**src/rtl/mc_wr_unpack.sv**
```systemverilog
// mc_wr_unpack: splits a 32-bit write word into 1, 2 or 4 right-aligned beats
// for an 8/16/32-bit memory bus, with registered beat outputs.
// Bus width encoding: 2'b00 = 8-bit, 2'b01 = 16-bit, 2'b10 = 32-bit, 2'b11 = one full beat.
// Optional feature: define MC_WR_PARITY_EN to generate per-byte even parity on mem_dp_o.
module mc_wr_unpack (
   input  logic        clk,
   input  logic        rst,
   input  logic [1:0]  bus_width,
   input  logic        clr,
   input  logic        wr_valid,
   input  logic [31:0] wr_data,
   input  logic [3:0]  wr_be,
   output logic        wr_ready,
   output logic        mem_valid,
   input  logic        mem_ack,
   output logic [31:0] mem_data_o,
   output logic [3:0]  mem_be_o,
   output logic [3:0]  mem_dp_o,
   output logic        mem_last
);

   localparam logic [1:0] MC_BW_8  = 2'b00;
   localparam logic [1:0] MC_BW_16 = 2'b01;

   typedef enum logic {IDLE, SEND} state_t;

   state_t      state_q, state_d;
   logic [31:0] data_q, data_d;
   logic [3:0]  be_q, be_d;
   logic [1:0]  bw_q, bw_d;
   logic [1:0]  idx_q, idx_d;
   logic        valid_d, last_d;
   logic [31:0] odata_d;
   logic [3:0]  obe_d;

   logic        load, advance, present;
   logic [31:0] src_data;
   logic [3:0]  src_be;
   logic [1:0]  src_bw, src_idx, src_last_idx;
   logic [31:0] beat_data;
   logic [3:0]  beat_be;
   logic        beat_last;

   // Handshake: accept a word when idle, or when the final beat is being acked
   always_comb begin
      wr_ready = !clr && ((state_q == IDLE) || ((state_q == SEND) && mem_last && mem_ack));
      load     = wr_valid && wr_ready;
      advance  = (state_q == SEND) && mem_valid && mem_ack;
   end

   // Beat slicer: a fresh load presents beat 0 of the incoming word, otherwise the next latched beat
   always_comb begin
      src_data = load ? wr_data   : data_q;
      src_be   = load ? wr_be     : be_q;
      src_bw   = load ? bus_width : bw_q;
      src_idx  = load ? 2'd0      : idx_q + 2'd1;
      beat_data = src_data;
      beat_be   = src_be;
      src_last_idx = 2'd0;
      case (src_bw)
         MC_BW_8: begin
            beat_data    = {24'h0, src_data[8*src_idx +: 8]};
            beat_be      = {3'b0, src_be[src_idx]};
            src_last_idx = 2'd3;
         end
         MC_BW_16: begin
            beat_data    = {16'h0, src_data[16*src_idx[0] +: 16]};
            beat_be      = {2'b0, src_be[2*src_idx[0] +: 2]};
            src_last_idx = 2'd1;
         end
         default: begin
            beat_data    = src_data;
            beat_be      = src_be;
            src_last_idx = 2'd0;
         end
      endcase
      beat_last = (src_idx == src_last_idx);
   end

   // Next-state logic: clr beats load, load beats ack, and ack without a pending beat is ignored
   always_comb begin
      state_d = state_q;
      data_d  = data_q;
      be_d    = be_q;
      bw_d    = bw_q;
      idx_d   = idx_q;
      valid_d = mem_valid;
      last_d  = mem_last;
      odata_d = mem_data_o;
      obe_d   = mem_be_o;
      present = 1'b0;
      if (clr) begin
         state_d = IDLE;
         idx_d   = 2'd0;
         valid_d = 1'b0;
         last_d  = 1'b0;
         odata_d = 32'h0;
         obe_d   = 4'h0;
      end else if (load) begin
         state_d = SEND;
         data_d  = wr_data;
         be_d    = wr_be;
         bw_d    = bus_width;
         idx_d   = 2'd0;
         present = 1'b1;
      end else if (advance) begin
         if (mem_last) begin
            state_d = IDLE;
            valid_d = 1'b0;
            last_d  = 1'b0;
         end else begin
            idx_d   = idx_q + 2'd1;
            present = 1'b1;
         end
      end
      if (present) begin
         valid_d = 1'b1;
         last_d  = beat_last;
         odata_d = beat_data;
         obe_d   = beat_be;
      end
   end

   // State, latched word and registered beat outputs
   always_ff @(posedge clk or negedge rst) begin
      if (!rst) begin
         state_q    <= IDLE;
         data_q     <= 32'h0;
         be_q       <= 4'h0;
         bw_q       <= 2'b00;
         idx_q      <= 2'd0;
         mem_valid  <= 1'b0;
         mem_last   <= 1'b0;
         mem_data_o <= 32'h0;
         mem_be_o   <= 4'h0;
      end else begin
         state_q    <= state_d;
         data_q     <= data_d;
         be_q       <= be_d;
         bw_q       <= bw_d;
         idx_q      <= idx_d;
         mem_valid  <= valid_d;
         mem_last   <= last_d;
         mem_data_o <= odata_d;
         mem_be_o   <= obe_d;
      end
   end

`ifdef MC_WR_PARITY_EN
   // Even parity per byte, registered alongside the beat it belongs to
   always_ff @(posedge clk or negedge rst) begin
      if (!rst) begin
         mem_dp_o <= 4'h0;
      end else if (clr) begin
         mem_dp_o <= 4'h0;
      end else if (present) begin
         mem_dp_o <= {^beat_data[31:24], ^beat_data[23:16], ^beat_data[15:8], ^beat_data[7:0]};
      end
   end
`else
   assign mem_dp_o = 4'b0000;
`endif

endmodule

```
**config.mk**
```make
export PLATFORM = sky130hd
export DESIGN_NAME = mc_wr_unpack
export DESIGN_NICKNAME = d
export VERILOG_FILES = /design/src/rtl/mc_wr_unpack.sv
export SDC_FILE = /design/constraint.sdc
export NUM_CORES = 1
export LEC_CHECK = 0
export CAP_MARGIN = 20
export CORE_UTILIZATION = 53
export CTS_BUF_LIST = sky130_fd_sc_hd__clkbuf_8
export DETAILED_ROUTE_END_ITERATION = 16
export HOLD_SLACK_MARGIN = 0.15
export PLACE_DENSITY = 0.87
export SLEW_MARGIN = 20
export SYNTH_ARGS = -nofsm -noshare
export SYNTH_HDL_FRONTEND = slang
export SYNTH_SLANG_ARGS = --single-unit
```
**constraint.sdc**
```tcl
create_clock -name clk -period 2.1 [get_ports clk]
set_clock_uncertainty 0.05 [all_clocks]
set_input_delay 0.42 -clock clk [delete_from_list [all_inputs] [get_ports clk]]
set_output_delay 0.42 -clock clk [all_outputs]
set_load 0.05 [all_outputs]
```
==> After elaboration in Yosys (flattened, before gate mapping) <==
Cells that the tools add are included.
{ "totals": {"regBits": 79, "latch_bits": 0, "mem_bits_rw": 0, "romBits": 0, "in_bits": 43, "out_inout_bits": 43, "word_cells": 69, "mem_count": 0} }
{ "op_classes": {"addsub": 1, "multipliers": 0, "n_div": 0, "n_lt_le_gt_ge": 1, "eq_ne": 4, "shift": 3, "mux": 32, "n_bitwise": 1, "n_reduce_logical": 18} }
{ "op_table": {"columns": ["cell", "count"], "rows": [
  ["32-bit two-way mux", 3],
  ["32-bit case mux with 2 select lines", 1],
  ["32-bit by 6-bit indexed part select with 16-bit output", 1],
  ["32-bit by 6-bit indexed part select with 8-bit output", 1],
  ["1-bit two-way mux", 16],
  ["2-bit two-way mux", 6],
  ["4-bit two-way mux", 3],
  ["3-bit nonzero test", 4],
  ["4-bit case mux with 2 select lines", 1],
  ["1-bit logical AND", 6],
  ["3-bit by 2-bit != test with 1-bit output, second input constant", 2],
  ["2-bit AND reduction", 3],
  ["2-bit case mux with 2 select lines", 1],
  ["4-bit by 3-bit indexed part select with 2-bit output", 1],
  ["2-bit by 3-bit < comparator with 1-bit output, second input constant", 1],
  ["3-bit AND reduction", 1],
  ["2-bit by 1-bit adder with 2-bit output, second input constant", 1],
  ["1-bit binary-select mux with 2-bit select", 1],
  ["2-bit by 1-bit equality test with 1-bit output, second input constant", 1],
  ["2-bit equality test", 1],
  ["2-bit zero test", 1],
  ["2-bit nonzero test", 1],
  ["1-bit zero test", 1],
  ["1-bit logical OR", 1],
  ["1-bit NOT", 1]
]} }

==> Longest topological paths before layout <==
{ "logic_depth": {"ltp_word": 10, "mapped_depth": 8, "ltp_nobuf": 4} }

==> Worst setup path after synthesis <==
OpenSTA, ideal clock, no wires.
{ "synth_path": {"path_kind": "register to output", "startpoint": "reg mem_last", "endpoint": "out wr_ready", "arrival_time_ns": 1.536, "required_ns": 1.630, "slack_ns": 0.094, "stages_incl_launch_ff": 4, "path_buffers": 1, "path_cell_list": "dfrtp_1 > buf_6 > a21boi_4 > nor2_1"} }
{ "synth_between": {"elab_chain_len": 4} }
{ "synth_lines": {"columns": ["item", "line", "rtl"], "rows": [
  ["start, declared", "19", "output logic mem_last"],
  ["start signal, assigned", "143", "mem_last <= last_d;"],
  ["1-bit logical AND (2 in series)", "46", "wr_ready = !clr && ((state_q == IDLE) || ((state_q == SEND) && mem_last && mem_ack));"],
  ["1-bit logical OR", "46", null],
  ["1-bit logical AND", "46", null],
  ["end, declared", "13", "output logic wr_ready,"]
]} }
Every way passes these cells.

==> Final worst setup path <==
{ "layout_path": {"startpoint": "reg mem_data_o[2]", "endpoint": "out mem_data_o[2]"} }
{ "layout_rtl": {"columns": ["item", "line", "rtl"], "rows": [
  ["start, declared", "16", "output logic [31:0] mem_data_o,"],
  ["start signal, assigned", "144", "mem_data_o <= odata_d;"]
]} }
No word-level cell between the ends.

==> flow_metrics.env <==
export IMPL_status="complete, no violations"
export IMPL_routed_wl_um=10000
export IMPL_startpoint_type="flop"
export IMPL_fill_cells=529
export IMPL_synth_top_cell_area_share_pct=49.0
export IMPL_post_route_cells_drive_above_1_share_pct=21.2
export IMPL_hold_class="flop to flop"
export IMPL_period_share_pct=96.3
export IMPL_gr_total_overflow=0
export IMPL_multi_input_area_um2=1810
export IMPL_yosys_area_top_type="dfrtp_1"
export IMPL_hp_start="mem_be_o[2]"
export IMPL_cts_num_sinks=79
export IMPL_setup_viol=0
export IMPL_ys_flop_type="dfrtp_1"
export IMPL_nNetsFinal=496
export IMPL_numPortBuffers=81
export IMPL_synth_cell_types=56
export IMPL_core_area_um2=7290
export IMPL_clock_root_buffer="clkbuf_8"
export IMPL_tightest_slew_ns=0.505
export IMPL_clk_pin_slew_ns=0.08
export IMPL_cp_required_ns=1.63
export IMPL_synth_cells=356
export IMPL_ir_worst_vdd_mv=0.480
export IMPL_seqCellArea_um2=1980
export IMPL_clk_path_buf_depth=2
export IMPL_hold_ws_ns=0.447
export IMPL_yosys_cell_count_top_type="dfrtp_1"
export IMPL_vias_per_cell=5.88
export IMPL_wire_per_inst_um=18.0
export IMPL_reg2reg_slack_ns=0.20
export IMPL_num_vias=3277
export IMPL_postCtsSetupRepairBufs=0
export IMPL_syn_to_final_growth_pct=31.7
export IMPL_die_x_um=89.2
export IMPL_io_pins=86
export IMPL_final_hold_violation_count=0
export IMPL_n_antenna_cell=0
export IMPL_rsz0062_at_grt="no"
export IMPL_grt_max_degree=36
export IMPL_synthTopCellsByArea="dfrtp_1 (49%), mux2_2 (8.1%), nand2_1 (5.1%)"
export IMPL_final_util_pct=72.9
export IMPL_relSlewSlack_pct=66.2
export IMPL_cts_tree="yes"
export IMPL_synth_edf_count=0
export IMPL_hpwl_um=7180
export IMPL_total_power_uw=4420
export IMPL_p_leak_uw=0.00233
export IMPL_rows=31
export IMPL_cts_made_buffers=9
export IMPL_ys_seq_area_share_pct=49.0
export IMPL_dieArea_um2=7960
export IMPL_ys_warnings_count=0
export IMPL_drc=0
export IMPL_grt_pass1_vias=3167
export IMPL_gp_congestion=0.854
export IMPL_route_antenna_remaining_nets=0
export IMPL_slew_violations=0
export IMPL_synth_async_reset_ratio_pct=100
export IMPL_worst_path_buf_inv=1
export IMPL_yosys_top_cells_count="dfrtp_1 (79), nand2_1 (55), mux2_2 (29)"
export IMPL_start_util_pct=55.3
export IMPL_drt_pass1_iterations=5
export IMPL_grt_pass1_wl_um=15900
export IMPL_crit_chain="clkdlybuf4s50_1"
export IMPL_hold_path_cell_count=1
export IMPL_reg2regPathDepth=3
export IMPL_cp_end_kind="primary output"
export IMPL_crit_fanout=2
export IMPL_antenna_found_initial=0
export IMPL_critPathKind="flop to primary output"
export IMPL_ys_ff_latch=79
export IMPL_syn_avg_cell_area_um2=11.3
export IMPL_critPathMaxStageDelay_ns=0.81
export IMPL_fmax_mhz=495
export IMPL_grt_usage_pct=27.4
export IMPL_power_density_nw_per_um2=832
export IMPL_startpoint="mem_data_o[2]"
export IMPL_hold_path_endpoint="mem_be_o[2]"
export IMPL_cts_htree_levels=3
export IMPL_netlist_area_um2=4030
export IMPL_min_period_ns=2.02
export IMPL_timing_rr_start="idx_q[1]"
export IMPL_clk_latency_ns=0.36
export IMPL_slowest_stage="clkdlybuf4s50_1"
export IMPL_die_h_um=89.2
export IMPL_drtIter0Drc=292
export IMPL_cp_top_family="buffers and inverters"
export IMPL_drv_cap=0
export IMPL_cp_data_arrival_time_ns=1.55
export IMPL_timing_rr_end="mem_data_o[3]"
export IMPL_tns_ns=0
-- per-layer routing --
metal / global-route usage (%) / share of wire [%] / up-vias
li1: - / - / 1495
met1: 37.1 / 44 / 1647
met2: 43.2 / 48 / 121
met3: 8.03 / 6.2 / 14
met4: 8.37 / 1.4 / 0
met5: 0 / 0 / -
-- timing repair --
| action | CTS | global route |
|---|---|---|
| endpoints found under the hold margin | 33 | 0 |
| hold buffers | 1 | 0 |
| resized for setup | 0 | 1 |
| setup endpoints to repair | 0 | 1 |
-- cell families (layout without fill, tap and decap cells) --
family                    after synthesis  count (layout)  share of synthesized area (%)
AOI/OAI and AO/OA                      78              78                           16.8
xor gates and xnor gates                1               1                          0.217
buffers and inverters                  37             136                           6.48
DFF                                    79              79                           49.0
muxes                                  46              46                           13.9
other                                   1               4                         0.0930
and+or+nand+nor                       114             114                           13.5
-- cell type report --
cell class              instances  area share (%)
clock buffers                   9            2.33
repair buffers                115            22.1
inverters                       5           0.353
flip-flops and latches         79            37.2
well taps                      99            2.33
clock inverters                 7            1.70
multi-input cells             243            34.0
-- per-stage QoR --
step,setup slack (ns),cells,area [um^2]
2_1_floorplan,0.0941,359,4050
3_3_place_gp,-0.121,540,5090
3_5_place_dp,-0.171,540,5090
4_1_cts,0.0407,557,5310
5_1_grt,0.0241,557,5310
6_report,0.0787,557,5310
-- layout by cell type, fill, tap and decap left out, drive strengths merged, types with 10 or more instances in the layout --
cell type      count
dfrtp             79
nor2              12
nand3             17
mux2              29
o31ai             10
clkdlybuf4s50     76
nand2             56
mux2i             12
buf               37
nor3              11
a32o              20
-- how the worst max path moves through the flow --
stage,depth (start not counted),slack (ns),end
finish,1,0.08,mem_data_o[2]
global route,1,0.02,mem_data_o[21]
CTS,5,0.04,wr_ready
detailed placement,6,-0.17,mem_data_o[31]
global placement,6,-0.12,mem_data_o[31]
floorplan,3,0.09,wr_ready
-- where the power goes --
part           leakage (uW)  total [uW]  switching [uW]  internal (uW)
logic               0.00120        1290             703            589
registers           0.00102        1910             191           1720
clock network      0.000116        1220             556            663
-- sequential cells by signal, summed over array words and instances, names as in the netlist --
register    cells
be_q            4
bw_q            2
data_q         32
idx_q           2
mem_be_o        4
mem_data_o     32
mem_last        1
mem_valid       1
state_q         1
(Power assumes the default switching activity.)
